`config.mk`:
```
export PLATFORM = sky130hd
export DESIGN_NAME = mul_fu
export DESIGN_NICKNAME = d
export VERILOG_FILES = /design/src/rtl/mul_fu_pkg.sv /design/src/rtl/mul_fu_fifo.sv /design/src/rtl/mul_fu.sv
export SDC_FILE = /design/constraint.sdc
export NUM_CORES = 2
export LEC_CHECK = 0
export CAP_MARGIN = 25
export CORE_MARGIN = 4
export CORE_UTILIZATION = 48
export DETAILED_ROUTE_END_ITERATION = 8
export GPL_TIMING_DRIVEN = 0
export PLACE_DENSITY = 0.68
export SYNTH_ARGS = -nofsm -noshare
export SYNTH_HDL_FRONTEND = slang
export SYNTH_SLANG_ARGS = --single-unit
export TNS_END_PERCENT = 50
```
`constraint.sdc`:
```
create_clock -name clk -period 8.7 [get_ports clk]
set_clock_uncertainty 0.15 [all_clocks]
set_input_delay 1.74 -clock clk [delete_from_list [all_inputs] [get_ports clk]]
set_output_delay 1.74 -clock clk [all_outputs]
set_load 0.01 [all_outputs]
```
`src/rtl/mul_fu_pkg.sv`:
```
// Shared types for the RV32M multiply unit: station entry, CDB payload, funct3 codes
// and the product-to-result selection.
package mul_fu_pkg;

  localparam int PREG_W = 6;
  localparam int ROB_W  = 5;

  typedef enum logic [2:0] {
    MUL    = 3'b000,
    MULH   = 3'b001,
    MULHSU = 3'b010,
    MULHU  = 3'b011
  } mul_funct3_t;

  typedef struct packed {
    logic              cdb_valid;
    logic [PREG_W-1:0] preg_index;
    logic [ROB_W-1:0]  rob_index;
    logic [31:0]       data;
  } cdb_t;

  typedef struct packed {
    logic              valid;
    logic [2:0]        funct3;
    logic [PREG_W-1:0] pd;
    logic [ROB_W-1:0]  rob_index;
  } reservation_station_entry_t;

  // Unknown funct3 (divide codes) still writes back, with zero data.
  function automatic logic [31:0] mul_select(input logic [2:0] f3, input logic [63:0] prod);
    case (f3)
      MUL:                 return prod[31:0];
      MULH, MULHSU, MULHU: return prod[63:32];
      default:             return '0;
    endcase
  endfunction

endpackage

```
`src/rtl/mul_fu_fifo.sv`:
```
// Result FIFO between the multiply pipeline and the CDB arbiter.
// The caller never pushes into a full FIFO unless it pops in the same cycle.
module mul_result_fifo #(
  parameter int DEPTH = 5,
  parameter int WIDTH = 43
) (
  input  logic                       clk,
  input  logic                       rst_n,
  input  logic                       i_flush,
  input  logic                       i_push,
  input  logic [WIDTH-1:0]           i_data,
  input  logic                       i_pop,
  output logic [WIDTH-1:0]           o_data,
  output logic                       o_full,
  output logic                       o_empty,
  output logic [$clog2(DEPTH+1)-1:0] o_count
);

  localparam int PW = (DEPTH > 1) ? $clog2(DEPTH) : 1;
  localparam int CW = $clog2(DEPTH + 1);

  logic [WIDTH-1:0] r_mem [DEPTH];
  logic [PW-1:0]    r_rd;
  logic [PW-1:0]    r_wr;
  logic [CW-1:0]    r_count;

  function automatic logic [PW-1:0] f_inc(input logic [PW-1:0] p);
    return (p == PW'(DEPTH - 1)) ? '0 : p + 1'b1;
  endfunction

  always_ff @(posedge clk) begin
    if (!rst_n || i_flush) begin
      r_rd    <= '0;
      r_wr    <= '0;
      r_count <= '0;
    end else begin
      if (i_push) r_wr <= f_inc(r_wr);
      if (i_pop)  r_rd <= f_inc(r_rd);
      if (i_push && !i_pop)      r_count <= r_count + 1'b1;
      else if (i_pop && !i_push) r_count <= r_count - 1'b1;
    end
  end

  always_ff @(posedge clk) begin
    if (i_push) r_mem[r_wr] <= i_data;
  end

  assign o_data  = r_mem[r_rd];
  assign o_empty = (r_count == '0);
  assign o_full  = (r_count == CW'(DEPTH));
  assign o_count = r_count;

endmodule

```
`src/rtl/mul_fu.sv`:
```
// Pipelined RV32M multiply unit: fixed-latency non-stalling pipeline feeding a result FIFO,
// with credit-based fu_ready so the FIFO can never overflow.
module mul_fu
  import mul_fu_pkg::*;
#(
  parameter int NUM_STAGES = 3,
  parameter int FIFO_DEPTH = NUM_STAGES + 2
) (
  input  logic                       clk,
  input  logic                       rst_n,
  input  reservation_station_entry_t issued_entry,
  input  logic [31:0]                rs1_v,
  input  logic [31:0]                rs2_v,
  output logic                       fu_ready,
  input  logic                       branch_flush,
  output logic                       cdb_req,
  input  logic                       cdb_grant,
  output cdb_t                       cdb_out
);

  localparam int CNT_W  = $clog2(FIFO_DEPTH + 1);
  localparam int OCC_W  = $clog2(NUM_STAGES + FIFO_DEPTH + 4);
  localparam int FIFO_W = PREG_W + ROB_W + 32;

  logic                  r_fu_ready;
  logic                  r_fu_ready_q;
  logic [NUM_STAGES-1:0] r_valid;
  logic [PREG_W-1:0]     r_pd  [NUM_STAGES];
  logic [ROB_W-1:0]      r_rob [NUM_STAGES];
  logic [2:0]            r_f3_s1;
  logic signed [49:0]    r_pp_lo;
  logic signed [47:0]    r_pp_hi;

  logic                  w_accept;
  logic                  w_a_sign;
  logic                  w_b_sign;
  logic signed [32:0]    w_a;
  logic signed [32:0]    w_b;
  logic signed [16:0]    w_b_lo;
  logic signed [16:0]    w_b_hi;
  logic signed [49:0]    w_pp_lo;
  logic signed [47:0]    w_pp_hi;
  logic [63:0]           w_prod;
  logic [31:0]           w_res_s1;
  logic [31:0]           w_res_last;
  logic                  w_push;
  logic                  w_pop;
  logic                  w_full;
  logic                  w_empty;
  logic [CNT_W-1:0]      w_count;
  logic [FIFO_W-1:0]     w_head;
  logic [OCC_W-1:0]      w_occ;
  logic                  w_ready_nxt;

  // A held entry was already taken in the cycle after fu_ready was seen high.
  assign w_accept = issued_entry.valid && r_fu_ready_q && !branch_flush;

  // 33x33 signed product split into two 33x17 partial products registered in stage 1.
  always_comb begin
    w_a_sign = (issued_entry.funct3 == MULH) || (issued_entry.funct3 == MULHSU);
    w_b_sign = (issued_entry.funct3 == MULH);
    w_a      = {w_a_sign & rs1_v[31], rs1_v};
    w_b      = {w_b_sign & rs2_v[31], rs2_v};
    w_b_lo   = {1'b0, w_b[15:0]};
    w_b_hi   = w_b[32:16];
    w_pp_lo  = w_a * w_b_lo;
    w_pp_hi  = w_a * w_b_hi;
  end

  assign w_prod   = {r_pp_hi, 16'b0} + {{14{r_pp_lo[49]}}, r_pp_lo};
  assign w_res_s1 = mul_select(r_f3_s1, w_prod);

  generate
    if (NUM_STAGES == 1) begin : g_no_dly
      assign w_res_last = w_res_s1;
    end else begin : g_dly
      logic [31:0] r_res [1:NUM_STAGES-1];
      always_ff @(posedge clk) begin
        r_res[1] <= w_res_s1;
        for (int k = 2; k < NUM_STAGES; k++) r_res[k] <= r_res[k-1];
      end
      assign w_res_last = r_res[NUM_STAGES-1];
    end
  endgenerate

  always_ff @(posedge clk) begin
    if (!rst_n || branch_flush) begin
      r_valid <= '0;
    end else begin
      r_valid[0] <= w_accept;
      for (int k = 1; k < NUM_STAGES; k++) r_valid[k] <= r_valid[k-1];
    end
  end

  always_ff @(posedge clk) begin
    r_f3_s1  <= issued_entry.funct3;
    r_pp_lo  <= w_pp_lo;
    r_pp_hi  <= w_pp_hi;
    r_pd[0]  <= issued_entry.pd;
    r_rob[0] <= issued_entry.rob_index;
    for (int k = 1; k < NUM_STAGES; k++) begin
      r_pd[k]  <= r_pd[k-1];
      r_rob[k] <= r_rob[k-1];
    end
  end

  assign w_pop  = !w_empty && cdb_grant;
  assign w_push = r_valid[NUM_STAGES-1] && (!w_full || w_pop);

  mul_result_fifo #(
    .DEPTH (FIFO_DEPTH),
    .WIDTH (FIFO_W)
  ) u_fifo (
    .clk     (clk),
    .rst_n   (rst_n),
    .i_flush (branch_flush),
    .i_push  (w_push),
    .i_data  ({r_pd[NUM_STAGES-1], r_rob[NUM_STAGES-1], w_res_last}),
    .i_pop   (w_pop),
    .o_data  (w_head),
    .o_full  (w_full),
    .o_empty (w_empty),
    .o_count (w_count)
  );

  // Two free slots required: one more entry may already be on its way from the station.
  always_comb begin
    w_occ = OCC_W'(w_count) + OCC_W'(w_accept) - OCC_W'(w_pop);
    for (int k = 0; k < NUM_STAGES; k++) w_occ = w_occ + OCC_W'(r_valid[k]);
    w_ready_nxt = (w_occ + OCC_W'(2)) <= OCC_W'(FIFO_DEPTH);
  end

  always_ff @(posedge clk) begin
    if (!rst_n) begin
      r_fu_ready   <= 1'b1;
      r_fu_ready_q <= 1'b1;
    end else begin
      r_fu_ready_q <= r_fu_ready;
      r_fu_ready   <= branch_flush | w_ready_nxt;
    end
  end

  assign fu_ready = r_fu_ready;
  assign cdb_req  = !w_empty;

  always_comb begin
    cdb_out = '0;
    if (!w_empty) begin
      cdb_out.cdb_valid  = 1'b1;
      cdb_out.preg_index = w_head[FIFO_W-1 -: PREG_W];
      cdb_out.rob_index  = w_head[32 +: ROB_W];
      cdb_out.data       = w_head[31:0];
    end
  end

endmodule
```
* Yosys cells after proc, flatten, opt, wreduce, memory -nomap -nowiden
Memories as Yosys holds them, arrays and structs flattened. A register that Yosys moved wholly into a read port is not among the register bits.
Cells that the tools add are included.
** Storage, ports and cells
- Register bits after elaboration :: 115
- RAM bits :: 312
- Input port bits :: 83
- Output and inout bits :: 46
- Logic and storage cells :: 67
- Memories :: 4
** Memories
- u_fifo.r_mem :: words 5, width 43, rd ports 1, clocked after Yosys merged registers in 1, write ports 1, line mul_fu_fifo.sv:22 : logic [WIDTH-1:0] r_mem [DEPTH];
- g_dly.r_res :: words 2, width 32, rd ports 2, clocked after Yosys merged registers in 0, write ports 2, line mul_fu.sv:77 : logic [31:0] r_res [1:NUM_STAGES-1];
- r_pd :: words 3, width 6, rd ports 3, clocked after Yosys merged registers in 0, write ports 3, line mul_fu.sv:28 : logic [PREG_W-1:0] r_pd [NUM_STAGES];
- r_rob :: words 3, width 5, rd ports 3, clocked after Yosys merged registers in 0, write ports 3, line mul_fu.sv:29 : logic [ROB_W-1:0] r_rob [NUM_STAGES];
** Cells by class
- Add/sub/neg operators :: 11
- $mul :: 2
- Order comparisons :: 1
- Equality and inequality tests :: 8
- Multiplexer cells :: 10
- Bitwise operators :: 3
- Reductions and logical operators :: 19
** Operators by type and width (count)
- adder 64 bit :: 1
- case mux 32 bit (2 select lines) :: 1
- multiplier 33 x 17 -> 50 bit :: 1
- multiplier 33 x 17 -> 48 bit :: 1
- 2-to-1 mux 44 bit :: 1
- 2-to-1 mux 3 bit :: 6
- adder 4 x 1 -> 4 bit :: 3
- adder 3 x 1 -> 3 bit, second input constant :: 3
- equality test 3 x 2 -> 1 bit, second input constant :: 3
- equality test 3 bit, second input constant :: 3
- equality test 3 x 1 -> 1 bit, second input constant :: 2
- logical AND 1 bit :: 6
- zero test 1 bit :: 6
- zero test 3 bit :: 2
- adder 3 x 1 -> 4 bit :: 1
- adder 4 x 2 -> 4 bit, second input constant :: 1
- <= comparator 4 x 3 -> 1 bit, second input constant :: 1
- subtractor 4 x 1 -> 4 bit :: 1
- logical OR 1 bit :: 3
- OR reduction 3 bit :: 1
- subtractor 3 x 1 -> 3 bit, second input constant :: 1
- bitwise AND 1 bit :: 2
- 2-to-1 mux 1 bit :: 2
- nonzero test 2 bit :: 1
- OR 1 bit :: 1

* Depth between registers and ports, before layout
- Depth in word-level cells :: 10
- Mapped depth :: 27
- Mapped depth without buffers :: 25

* Modules after synthesis
Synthesis repeated with hierarchy kept, for this count alone.
** Second synthesis, totals
- Cell total of the unflattened synthesis :: 5401
- Area, all modules :: 53712.8 um^2
** Modules (own cells, without submodules)
- mul_fu :: times used 1, cells an instance 4880, area each 44401.3 um^2, seq. area each 4063.9 um^2
- mul_result_fifo :: times used 1, cells an instance 521, area each 9311.4 um^2, seq. area each 6696.4 um^2

* Worst setup path after synthesis
No wires, ideal clock.
- Path type :: in2reg
- Start point :: input issued_entry[11] (netlist name)
- End point :: register r_pp_lo[49]
- Setup time :: 0.127 ns
- Arrival :: 7.776 ns
- Required time :: 8.423 ns
- Setup slack :: 0.647 ns
- Cell stages on the path :: 22
- Buffers on the path :: 1
- Path through :: xnor2_1 nor3b_1 clkbuf_1 nand2_1 inv_1 fa_1 fa_1 inv_1 fa_1 fa_1 fa_1 fa_1 inv_1 ha_1 a21o_1 a21o_1 a21oi_1 o21ai_0 and2_1 a211oi_2 nor2_1 or3_1
** Between the ends
- Word-level cells in the longest chain between the ends :: 4
- Elaborated cells between the ends (all ways) :: 5
- Classes of those cells :: mul (1); eq/ne (2); bitwise (1); reduce/logical (1)
** Ends and longest elaborated chain
- start: declaration :: line mul_fu.sv:11 : input reservation_station_entry_t issued_entry,
- equality test 3 x 1 -> 1 bit or equality test 3 x 2 -> 1 bit (tied branches) :: line mul_fu.sv:60 : w_a_sign = (issued_entry.funct3 == MULH) || (issued_entry.funct3 == MULHSU);
- logical OR 1 bit * :: line mul_fu.sv:60
- bitwise AND 1 bit * :: line mul_fu.sv:62 : w_a = {w_a_sign & rs1_v[31], rs1_v};
- multiplier 33 x 17 -> 50 bit * :: line mul_fu.sv:66 : w_pp_lo = w_a * w_b_lo;
- net w_pp_lo[49] :: line mul_fu.sv:41 : logic signed [49:0] w_pp_lo;
- end signal: assignment :: line mul_fu.sv:97 : r_pp_lo <= w_pp_lo;
- end: declaration :: line mul_fu.sv:31 : logic signed [49:0] r_pp_lo;
Mark *: on every way through the listed nets, which the timed path passes. The rest lies on a longest branch.
A chain may end at the register's enable or synchronous reset.

* Final worst setup path
- Start point :: input rs2_v[15]
- End point :: register r_pp_lo[49]
** Between the ends
- Word-level cells in the longest chain between the ends :: 1
** Ends and longest elaborated chain
- start: declaration :: line mul_fu.sv:13 : input logic [31:0] rs2_v,
- multiplier 33 x 17 -> 50 bit :: line mul_fu.sv:66
- net w_pp_lo[49] :: line mul_fu.sv:41
The timed path passes the listed nets, and every way through them passes these cells.

==> run summary <==
most common cell after layout, fill and taps aside: inv_1
layout cells sized above 1: 6.76%
pins over their slew limit: 0
CTS Buf Count: 41
register area share after synthesis: 20.4%
period utilisation layout: 99.0%
Ports: 129
total of max-cap violations: 0
fin area: 57900 sq um
placed cells: 6792
NumNets Final: 6825
CP required: 8.97 ns
Max Root-Sink Buffers: 3
Netlist cell types: 85
initial antenna violation count: 13
worst min path class: reg2reg
die footprint: 115000 sq um
# clock sinks: 430
Top FF cell, synth: edfxtp_1
quantity of I/O buffers inserted on ports: 123
CTS clock-pin slew for the worst setup and hold paths: 0.06 ns
first-pass GRT wire length: 234000 um
cell area after placement: 56000 sq um
Layout area overhead: 9.61%
critical path class: in2reg
Root Buffer: clkbuf_16
worst slew pin tran: 0.961 ns
wire per inst: 21.7 um
DRC errors left: 0
# fillers: 9759
Cell Area, Synth: 52800 sq um
GRT overflow: 0
Final ANT Viol Nets: 0
Worst Hold Path EP: g_dly.r_res[2][16]
Hold Path Stages: 0
WL final: 149000 um
data arrival time of the worst path: 8.89 ns
final hold violation count: 0
Setup Viol. Count Final: 0
utilization after layout: 53.1%
hold path start: g_dly.r_res[1][16]
Worst setup SP type: input port
R2R Path Start: r_pp_lo[16]
post-synthesis register bit count: 430
Post-DP HPWL: 126000 um
overall routing resource usage: 26.6%
setup slack, reg-to-reg: 4.76 ns
Hold-fix buffers, CTS: 0
Max-slew headroom: 36.0%
routed vias: 37100
core area: 109000 sq um
number of vias per cell: 5.39
Mapped Avg Cell Area: 10.1 sq um
status: completed
drt initial violations: 2675
final std cells w/o fill: 6876
largest net degree at the start of global routing: 25
synthesized netlist cell count: 5233
Initial Util: 48.4%
most frequent cells in the layout: inv_1 (1113), fa_1 (1028), nand2_1 (696)
asr flop ratio synth: 0%
number of global-route vias before repair: 40100
Synth Net Count: 6635
critical path capture point type: flip-flop
Reg2Reg Depth: 12
Final Critical Period: 8.61 ns
Yosys warning total: 0
worst-skew pair later-pin latency: 0.58 ns
number of synthesized flops with an enable pin: 215
RePlAce Congestion: 0.954
Die Ht: 340 um
DIE WIDTH: 340 um
CP Max Fanout: 10
CTS tree: yes
H-tree levels: 2
DRT Pass-1 Iters: 5
# rows: 121
reg2reg end: g_dly.r_res[1][12]
Fin Hold WS: 0.166 ns
Achievable Freq: 116 MHz
-- worst max-delay path, cell delays in order --
cell             delay [ns]
clkdlybuf4s50_1        0.68
clkbuf_1               0.57
and2_1                 0.23
ha_1                   0.26
fa_1                   0.51
inv_1                  0.06
fa_1                   0.52
fa_1                   0.43
fa_1                   0.50
inv_1                  0.05
fa_1                   0.41
ha_1                   0.39
a21oi_1                0.18
and2_1                 0.16
a21bo_2                0.22
a221o_2                0.46
a21oi_1                0.30
o21ba_2                0.27
o21ai_4                0.11
a211oi_4               0.29
nor2_1                 0.08
or3_4                  0.44
-- logic make-up after synthesis --
| group | after synthesis | synth area share [%] |
|---|---|---|
| AOI/OAI and AO/OA | 442 | 5.69 |
| buffers and inverters | 1366 | 9.73 |
| adders and majority gates | 1319 | 45.9 |
| muxes | 90 | 2.73 |
| xor gates and xnor gates | 148 | 2.46 |
| DFF | 430 | 20.4 |
| and+or+nand+nor | 1438 | 13.1 |
-- metrics by stage --
stage	worst slack, ns	setup TNS (ns)
finish	0.0858	0
global route	-0.0256	-0.0875
CTS	0.000126	0
detailed placement	-1.77	-45.83
global placement	-2.39	-306.77
floorplan	0.647	0
-- synth_stat cells, types with 5 or more instances --
master       n  area, sq um
or2_2       11         68.8
mux2i_1     47          470
fa_1      1030        20600
buf_1       11         41.3
nand3_1     19         95.1
dfxtp_1    215         4300
or3_1        6         37.5
nor2b_1     17          106
a221o_1      5         50.1
o21ai_0     80          400
ha_1       289         3620
inv_1     1113         4180
nor2_1     132          495
and2_1     442         2770
nand4_1     18          113
o21bai_1    13         97.6
nor4_1       7         43.8
a211oi_1    10         75.1
a21oi_1    122          611
nand3b_1     5         37.5
nand2_1    696         2610
a22o_1       6         52.6
and3_1      24          150
clkbuf_1   238          893
o21a_1      20          150
o22ai_1     12         75.1
xnor2_1     97          850
edfxtp_1   215         6460
nand2b_1    19          119
a31oi_1     16          100
xor2_1      51          447
a21o_1      76          571
nor3_1      21          105
o31ai_1      7         52.6
mux4_2      43          968
nor3b_1      7         52.6
-- timing repair --
action                                  4_1_cts  5_1_grt
pin swaps                                     1        5
resized for setup                           229      187
buffers inserted                              1        4
endpoints found under the setup margin       40       21
-- registers in the layout, indices dropped and copies added, names as in the netlist, named ones only --
signal          flops
u_fifo.r_mem      215
u_fifo.o_count      3
r_pd               18
r_pp_lo            50
r_pp_hi            48
fu_ready            1
g_dly.r_res        64
r_fu_ready_q        1
u_fifo.r_rd         3
r_valid             3
r_f3_s1             3
u_fifo.r_wr         3
r_rob              15
-- final cells by class --
class	count	area (sq um)	share of cell area, %
multi-input combinational	3437	37100	64.1
sequential	430	10800	18.6
inverter	1113	4180	7.22
tap	1414	1770	3.06
timing repair buffer	150	1420	2.45
buffer	250	1290	2.23
clock buffer	56	1130	1.96
clock inverter	20	226	0.391
antenna	6	15.0	0.0259
-- how the worst max path moves through the flow --
stage | startpoint | to | slack [ns] | cells past startpoint
global route | rs2_v[11] | r_pp_lo[42] | -0.03 | 22
detailed placement | rs2_v[31] | r_pp_hi[46] | -1.77 | 24
CTS | rs2_v[14] | r_pp_lo[49] | 0.0001 | 25
global placement | cdb_grant | u_fifo.r_mem[4][41] | -2.39 | 3
floorplan | issued_entry[11] | r_pp_lo[49] | 0.65 | 22
finish | rs2_v[15] | r_pp_lo[49] | 0.09 | 22
-- layer usage --
| layer | GRT usage, % | share of wire, % | wire length [um] | up-vias |
|---|---|---|---|---|
| met3 | 5.29 | 8.7 | 13000 | 367 |
| li1 | - | - | - | 16300 |
| met2 | 43.2 | 46 | 68900 | 1466 |
| met5 | 0 | 0.026 | 39 | - |
| met4 | 12.7 | 5.8 | 8650 | 6 |
| met1 | 34.6 | 39 | 58600 | 18900 |
Power is left out: the tool's default activity adds up to more than one toggle a clock period on the data nets, which glitch-free logic cannot reach.
